[config.mk]
export PLATFORM = sky130hd
export DESIGN_NAME = priority_irq_encoder
export DESIGN_NICKNAME = d
export VERILOG_FILES = /design/src/rtl/priority_pkg.sv /design/src/rtl/encoder_pri_find.sv /design/src/rtl/priority_irq_encoder.sv
export SDC_FILE = /design/constraint.sdc
export NUM_CORES = 1
export LEC_CHECK = 0
export ABC_AREA = 1
export BUFFER_PORTS_ARGS = -buffer_cell sky130_fd_sc_hd__buf_2
export CORE_AREA = 5 5 50 52
export DETAILED_ROUTE_END_ITERATION = 8
export DIE_AREA = 0 0 55 57
export PLACE_DENSITY = 0.73
export SYNTH_ARGS = -nofsm -noshare
export SYNTH_HDL_FRONTEND = slang
export SYNTH_HIERARCHICAL = 1
export SYNTH_SLANG_ARGS = --single-unit
[constraint.sdc]
create_clock -name iClk -period 1.35 [get_ports iClk]
set_input_delay 0.135 -clock iClk [delete_from_list [all_inputs] [get_ports iClk]]
set_output_delay 0.135 -clock iClk [all_outputs]
set_load 0.03 [all_outputs]
[src/rtl/priority_pkg.sv]
// Shared types for the priority interrupt encoder.
// State encodings and the default channel count.
package priority_pkg;

   localparam int N_CH_DEF = 8;

   typedef enum logic {
      IDLE  = 1'b0,
      GRANT = 1'b1
   } state_t;

endpackage

[src/rtl/encoder_pri_find.sv]
// Combinational highest-set-bit search.
// Returns the index of the top set bit and whether any bit is set.
import priority_pkg::*;

module encoder_pri_find #(
   parameter  int N_CH = N_CH_DEF,
   localparam int W    = $clog2(N_CH)
) (
   input  logic [N_CH-1:0] req,
   output logic [W-1:0]    idx,
   output logic            found
);

   always_comb begin
      idx   = '0;
      found = 1'b0;
      for (int i = 0; i < N_CH; i++) begin
         if (req[i]) begin
            idx   = W'(i);
            found = 1'b1;
         end
      end
   end

endmodule

[src/rtl/priority_irq_encoder.sv]
// Edge-captured, acknowledged interrupt priority encoder.
// Define ROTATE_PRI_EN for round-robin priority; otherwise fixed.
import priority_pkg::*;

module priority_irq_encoder #(
   parameter  int N_CH = N_CH_DEF,
   localparam int W    = $clog2(N_CH)
) (
   input  logic            iClk,
   input  logic            iRst,
   input  logic            iEI,
   input  logic [N_CH-1:0] iData,
   input  logic            iAck,
   output logic [W-1:0]    oData,
   output logic            oValid,
   output logic            oEO
);

   state_t          state;
   logic [N_CH-1:0] prev;
   logic [N_CH-1:0] pending;
   logic [N_CH-1:0] pendNext;
   logic [N_CH-1:0] events;
   logic [N_CH-1:0] clrMask;
   logic [N_CH-1:0] rotVec;
   logic [W-1:0]    grantIdx;
   logic [W-1:0]    top;
   logic [W-1:0]    findIdx;
   logic [W-1:0]    winner;
   logic            found;
   logic            ackNow;

   assign ackNow = (state == GRANT) && iAck;
   assign events = prev & ~iData;

   // Set is applied after clear so a same-cycle re-edge keeps the bit.
   always_comb begin
      clrMask = '0;
      clrMask[grantIdx] = ackNow;
      pendNext = (pending & ~clrMask) | events;
   end

   // Rotate so channel 'top' lands in the MSB, search, rotate back.
   always_comb begin
      logic [W-1:0] k;
      rotVec = '0;
      for (int j = 0; j < N_CH; j++) begin
         k = W'(j) + top + W'(1);
         rotVec[j] = pending[k];
      end
   end

   encoder_pri_find #(.N_CH(N_CH)) uFind (
      .req   (rotVec),
      .idx   (findIdx),
      .found (found)
   );

   assign winner = findIdx + top + W'(1);

`ifdef ROTATE_PRI_EN
   always_ff @(posedge iClk) begin
      if (iRst) begin
         top <= '1;
      end else if (ackNow) begin
         top <= grantIdx - W'(1);
      end
   end
`else
   assign top = '1;
`endif

   always_ff @(posedge iClk) begin
      if (iRst) begin
         state    <= IDLE;
         prev     <= '1;
         pending  <= '0;
         grantIdx <= '0;
         oData    <= '1;
         oValid   <= 1'b0;
         oEO      <= 1'b0;
      end else begin
         prev    <= iData;
         pending <= pendNext;
         oEO     <= |pendNext;
         unique case (state)
            IDLE: begin
               if (!iEI && found) begin
                  grantIdx <= winner;
                  oData    <= ~winner;
                  oValid   <= 1'b1;
                  state    <= GRANT;
               end else begin
                  oData  <= '1;
                  oValid <= 1'b0;
               end
            end
            GRANT: begin
               if (iAck) begin
                  oData  <= '1;
                  oValid <= 1'b0;
                  state  <= IDLE;
               end
            end
            default: state <= IDLE;
         endcase
      end
   end

endmodule

; After elaboration in Yosys (flattened, before gate mapping)
; Index checks and enable logic that the tools add are counted.
[word_totals]
wordCells = 51
ff_bits = 25
input_bits = 12
output_inout_bits = 5
[classes]
add_sub_neg = 2
eq_ne = 1
mux = 25
bitwise_logic = 8
n_reduce_logical = 6
order_cmp = 2
[ops]
columns = cell, n
row1 = $and A8 B8 Y8, 3
row2 = $mux W3, 6
row3 = $not A8 Y8, 2
row4 = $mux W1, 13
row5 = $or A8 B8 Y8, 1
row6 = $reduce_or A8 Y1, 1
row7 = $pmux W3 S2, 1
row8 = $lt A3 B4 Y1 const B, 1
row9 = $mux W2, 2
row10 = $pmux W1 S2, 2
row11 = $add A3 B1 Y3 const B, 1
row12 = $add A3 B3 Y3 const B, 1
row13 = $demux W1 S3, 1
row14 = $ge A3 B1 Y1 const B, 1
row15 = $logic_and A1 B1 Y1, 3
row16 = $not A3 Y3, 1
row17 = $ne A2 B2 Y1 const B, 1
row18 = $reduce_and A2 Y1, 1
row19 = $logic_not A1 Y1, 1
row20 = $not A1 Y1, 1

; Depth between registers and ports, before layout
[depth]
ltp_word = 12
depth_mapped = 10

; By module
; Netlist, hierarchy kept.
[by_module_without_submodules]
columns = mod, instances, area_each_um2, cells_each, seq_area_each_um2
row1 = priority_irq_encoder, 1, 919.6, 127, 500.5
row2 = encoder_pri_find, 1, 77.6, 20, 0.0

; Worst setup path before layout
; No wires, ideal clock.
[synth_timing]
path_kind = flip-flop to flip-flop
from = register pending[3]
to = register oValid
path_stages_with_launch = 8
setup_ns = 0.115
arrival_time_ns = 0.986
path_slack_ns = 0.249
cell_sequence = dfxtp_1 > inv_1 > nand2_1 > nor3_1 > nand3_1 > nand3_1 > inv_1 > o21a_1
[synth_via]
elab_chain_cells = 8
[synth_rtl]
columns = element, line
row1 = "start, declared", priority_irq_encoder.sv:21  ; logic [N_CH-1:0] pending;
row2 = "start signal, assigned", priority_irq_encoder.sv:84  ; pending <= pendNext;
row3 = $mux W1 (5 in series), encoder_pri_find.sv:18  ; if (req[i]) begin
row4 = net found, priority_irq_encoder.sv:30  ; logic found;
row5 = $logic_and A1 B1 Y1, priority_irq_encoder.sv:88  ; if (!iEI && found) begin
row6 = $mux W1, priority_irq_encoder.sv:88
row7 = $pmux W1 S2, priority_irq_encoder.sv:86  ; unique case (state)
row8 = "end signal, assigned", priority_irq_encoder.sv:91  ; oValid <= 1'b1;
row9 = "end signal, assigned", priority_irq_encoder.sv:95  ; oValid <= 1'b0;
row10 = "end signal, assigned", priority_irq_encoder.sv:101  ; oValid <= 1'b0;
row11 = "end, declared", priority_irq_encoder.sv:15  ; output logic oValid,
; The timed path passes the listed nets, and every way through them passes these cells.
; A chain may end at the register's enable or synchronous reset.

; Worst setup path in the final report
[layout_timing]
from = register pending[3]
to = register oData[1]
[layout_lines]
columns = element, line
row1 = $mux W1 (5 in series), encoder_pri_find.sv:18
row2 = net found, priority_irq_encoder.sv:30
row3 = $logic_and A1 B1 Y1, priority_irq_encoder.sv:88
row4 = $mux W3, priority_irq_encoder.sv:88
row5 = $pmux W3 S2, priority_irq_encoder.sv:86
row6 = "end signal, assigned", priority_irq_encoder.sv:90  ; oData <= ~winner;
row7 = "end, declared", priority_irq_encoder.sv:14  ; output logic [W-1:0] oData,
; The timed path passes the listed nets, and every way through them passes these cells.

==> results by stage <==
STA:
- Derived from the worst setup path, the maximum achievable clock frequency is 818 MHz.
- The number of hold-slack violations in the final timing report is 0.
- In this run the tightest slew margin relative to its limit is 77.1%.
- The number of failing setup endpoints in the final timing report is 0.
- The setup total negative slack is 0 ns.
- At the pin with the least slew margin, the transition time is 0.344 ns.
- The share of the clock period used by the worst path after layout is 90.6%.
- The final count of pins violating max slew is 0.
- Setup repair after global routing left no endpoint under its margin.
- The post-route clock skew is 0.0200 ns.
- The final period demand of the worst path is 1.22 ns.
- Hold timing on the final database bottoms out at a slack of 0.120 ns.

Global route:
- For this run, the total global-route usage over all layers was measured as 15.6%.
- The via count of the first global-routing pass was 841.
- The first global-routing pass estimated 3.50 mm of wire.
- For this run the aggregate overflow at the end of global routing stands at 0.
- Entering global routing, the biggest net connects 16 pins.
- The initial antenna violation count is 0.

Final layout:
- In the final design database the tool counted 186 nets.
- The post-route standard cell area excluding fillers is 1220 um^2.
- The number of antenna cells inserted is 0.
- The share of layout cells above drive strength 1 is 17.3%.
- The growth of design area from synthesis to finish is 22.8%.

Placement:
- The final RePlAce weighted congestion is 0.853.
- Buffers placed on the I/O ports in this run total 16.
- The detailed placer's ending HPWL is 1.52 mm.
- The placed instances occupy a cell area of 1100 um^2.

Clocking:
- CTS built an H-tree with a depth of 1.
- The root buffer cell chosen for the clock tree is clkbuf_4.
- Clock tree synthesis found a total of 25 sinks.
- The maximum clock insertion buffer count is 2.
- The register clock-pin slew on the reported worst setup and hold paths is 0.15 ns.
- TritonCTS built the clock tree.
- The number of buffers added by the clock tree synthesis step is 3.
- Buffers added to address setup during post-CTS repair amount to 0.
- For the worst-skew pair, the clock arrives at the later sink with an insertion delay of 0.34 ns.

Setup path:
- The worst stage delay on the critical path is 0.34 ns.
- The most numerous cell type found on the critical path is nand2_1.
- Grouping stages by cell kind, the critical path spends the most delay in simple AND/OR/NAND/NOR gates.
- The highest fanout seen on the critical path is 5.
- The critical path is of the reg2reg type.
- The endpoint class of the critical path is a flip-flop.
- For the worst setup path, the data required time is 1.62 ns.
- At the worst endpoint, the arrival time is 1.50 ns.
- The worst path buffer plus inverter count is 2.
- Traced cell by cell, the critical path runs through inv_1 > nand2_1 > nor3_1 > nand3_1 > nand3_2 > inv_2 > nand2_1 > o21ai_0 > nand2_1.
- The slowest stage of the critical path belongs to the cell dfxtp_1.
- The critical path launch point type is a flip-flop.

Floorplan:
- For this design the top-level I/O count stands at 17.
- The initial utilization of the core area, before any placement, comes to 48.3%.
- The overall die height is 57 um.
- After floorplanning, the core was divided into 17 placement rows.
- The standard cell core area is 2060 um^2.
- The overall die area is 3140 um^2.
- The horizontal extent of the die is 55 um.

Power:
- The worst-case IR drop observed on VDD is 804 uV.
- The design draws 1410 uW.
- The power density over the cells is 1150 nW/um^2.
- The static power due to leakage is 0.000614 uW.

Logic synthesis:
- Counting distinct cell types in the post-synthesis netlist gives 14.
- The total of flip-flops plus latches after synthesis is 25.
- Of the post-synthesis cell area, the dominant cell type holds 50.2%.
- The Yosys step of the flow raised 6 warnings.
- Counting every net in the synthesized netlist gives 159.
- Synthesis produced 147 cells.
- Counting flops with an async set or reset pin after synthesis yields a share of 0%.
- The commonest cells after synthesis are nand2_1 (60), dfxtp_1 (25), inv_1 (23).
- The post-synthesis area per instance is 6.78 um^2.
- In this run, synthesis inferred 0 flip-flops with an integrated enable.
- The register area share after synthesis is 50.2%.
- The top flip-flop cell by instance count after synthesis is dfxtp_1.
- The netlist area before placement is 997 um^2.
- The most common cell in the synthesized netlist is nand2_1.
- The synthesized design spends more area on one cell type than any other, namely dfxtp_1.
- Sorting the synthesized cells by area gives the leading types as dfxtp_1 (50%), nand2_1 (23%), inv_1 (8.7%).

Routing:
- The first detailed-routing pass ran for 4 iterations.
- The number of design-rule violations left by the first detailed-router iteration is 22.
- The detailed-route vias per instance is 4.61.
- The number of vias in the routed layout is 926.
- After detailed routing, the average wire length per cell comes to 10.4 um.
- Summed over all layers, the routed wires come to 2.10 mm.
- The number of antenna-violating nets in the routed design is 0.
- For this run, design rule violations remaining after detail routing come to 0.

Flow run:
- The number of maximum-capacitance violations is 0.

Status:
- The run finished with clean final reports.

Min path:
- The min-delay analysis places its worst path in the category in2reg.
-- through the flow --
step / std cells / worst slack, ns / util [%]
6_report: 201 / 0.127 / 59.4
5_1_grt: 201 / 0.0135 / 59.4
4_1_cts: 201 / 0.0622 / 58.9
3_5_place_dp: 189 / 0.101 / 53.5
3_3_place_gp: 189 / 0.103 / 53.5
2_1_floorplan: 147 / 0.249 / -
-- metal layers --
metal / GRT usage (%) / wire, um
met5: 0 / 0
met4: 9.72 / 77
met3: 3.13 / 93
met2: 25.5 / 1000
met1: 18.0 / 925
-- state kept, by name (all words and copies together) (netlist names) --
register  count
pending       8
oEO           1
grantIdx      3
oData         3
prev          8
state         1
oValid        1
-- worst register-to-register path: stages, from the launching register on --
cell,delay (ns)
dfxtp_1,0.34
inv_1,0.07
nand2_1,0.08
nor3_1,0.13
nand3_1,0.12
nand3_2,0.14
inv_2,0.06
nand2_1,0.07
o21ai_0,0.09
nand2_1,0.06
-- cells by family (layout without fill, tap and decap cells) --
group / after synthesis / after routing / share of synthesized area, %
flops: 25 / 25 / 50.2
simple gates: 79 / 79 / 31.0
buf+inv: 26 / 52 / 9.79
compound gates: 17 / 17 / 9.03
-- final timing paths --
kind                         start  slack, ns  depth (start not counted)                    end
min reg2reg     prev[0]$_SDFF_PP1_       0.46                          2  pending[0]$_SDFF_PP0_
max reg2reg  pending[3]$_SDFF_PP0_       0.13                          9  oData[1]$_SDFFE_PP1P_
min                           iRst       0.12                          2         oEO$_SDFF_PP0_
max          pending[3]$_SDFF_PP0_       0.13                          9  oData[1]$_SDFFE_PP1P_
-- area by class of cell --
type / count / area, um^2
well taps: 28 / 35.0
clock inverters: 1 / 7.51
multi-input cells: 96 / 404
repair buffers: 24 / 160
flip-flops and latches: 25 / 505
inverters: 24 / 90.1
clock buffers: 3 / 22.5
fillers: 212 / 838
-- cell usage in the layout, fill, tap and decap left out --
| master | Yosys | layout |
|---|---|---|
| nand3_1 | 3 | 2 |
| nor2_1 | 12 | 12 |
| inv_2 | 1 | 2 |
| nand2_2 | 1 | 1 |
| dfxtp_2 | 0 | 4 |
| buf_2 | 0 | 16 |
| inv_1 | 23 | 22 |
| nand3_2 | 0 | 1 |
| dlygate4sd3_1 | 0 | 8 |
| clkbuf_4 | 0 | 3 |
| nor2_2 | 2 | 2 |
| o21ai_0 | 3 | 3 |
| clkinvlp_4 | 0 | 1 |
| o21a_1 | 1 | 1 |
| nor3_1 | 1 | 1 |
| o21bai_1 | 1 | 1 |
| a21oi_1 | 12 | 12 |
| nand2_1 | 60 | 60 |
| dfxtp_1 | 25 | 21 |
-- repair_timing --
action,4_1_cts,5_1_grt
endpoints found under the setup margin,0,7
hold buffers,8,0
gates resized for setup,0,6
hold endpoints to repair,8,0
-- power breakdown --
group	switching [uW]	leakage (uW)	internal, uW
registers	32.8	0.000209	794
logic	144	0.000390	90.8
clock network	238	0.0000139	114
Note: power is estimated with default switching activity, not from simulation.
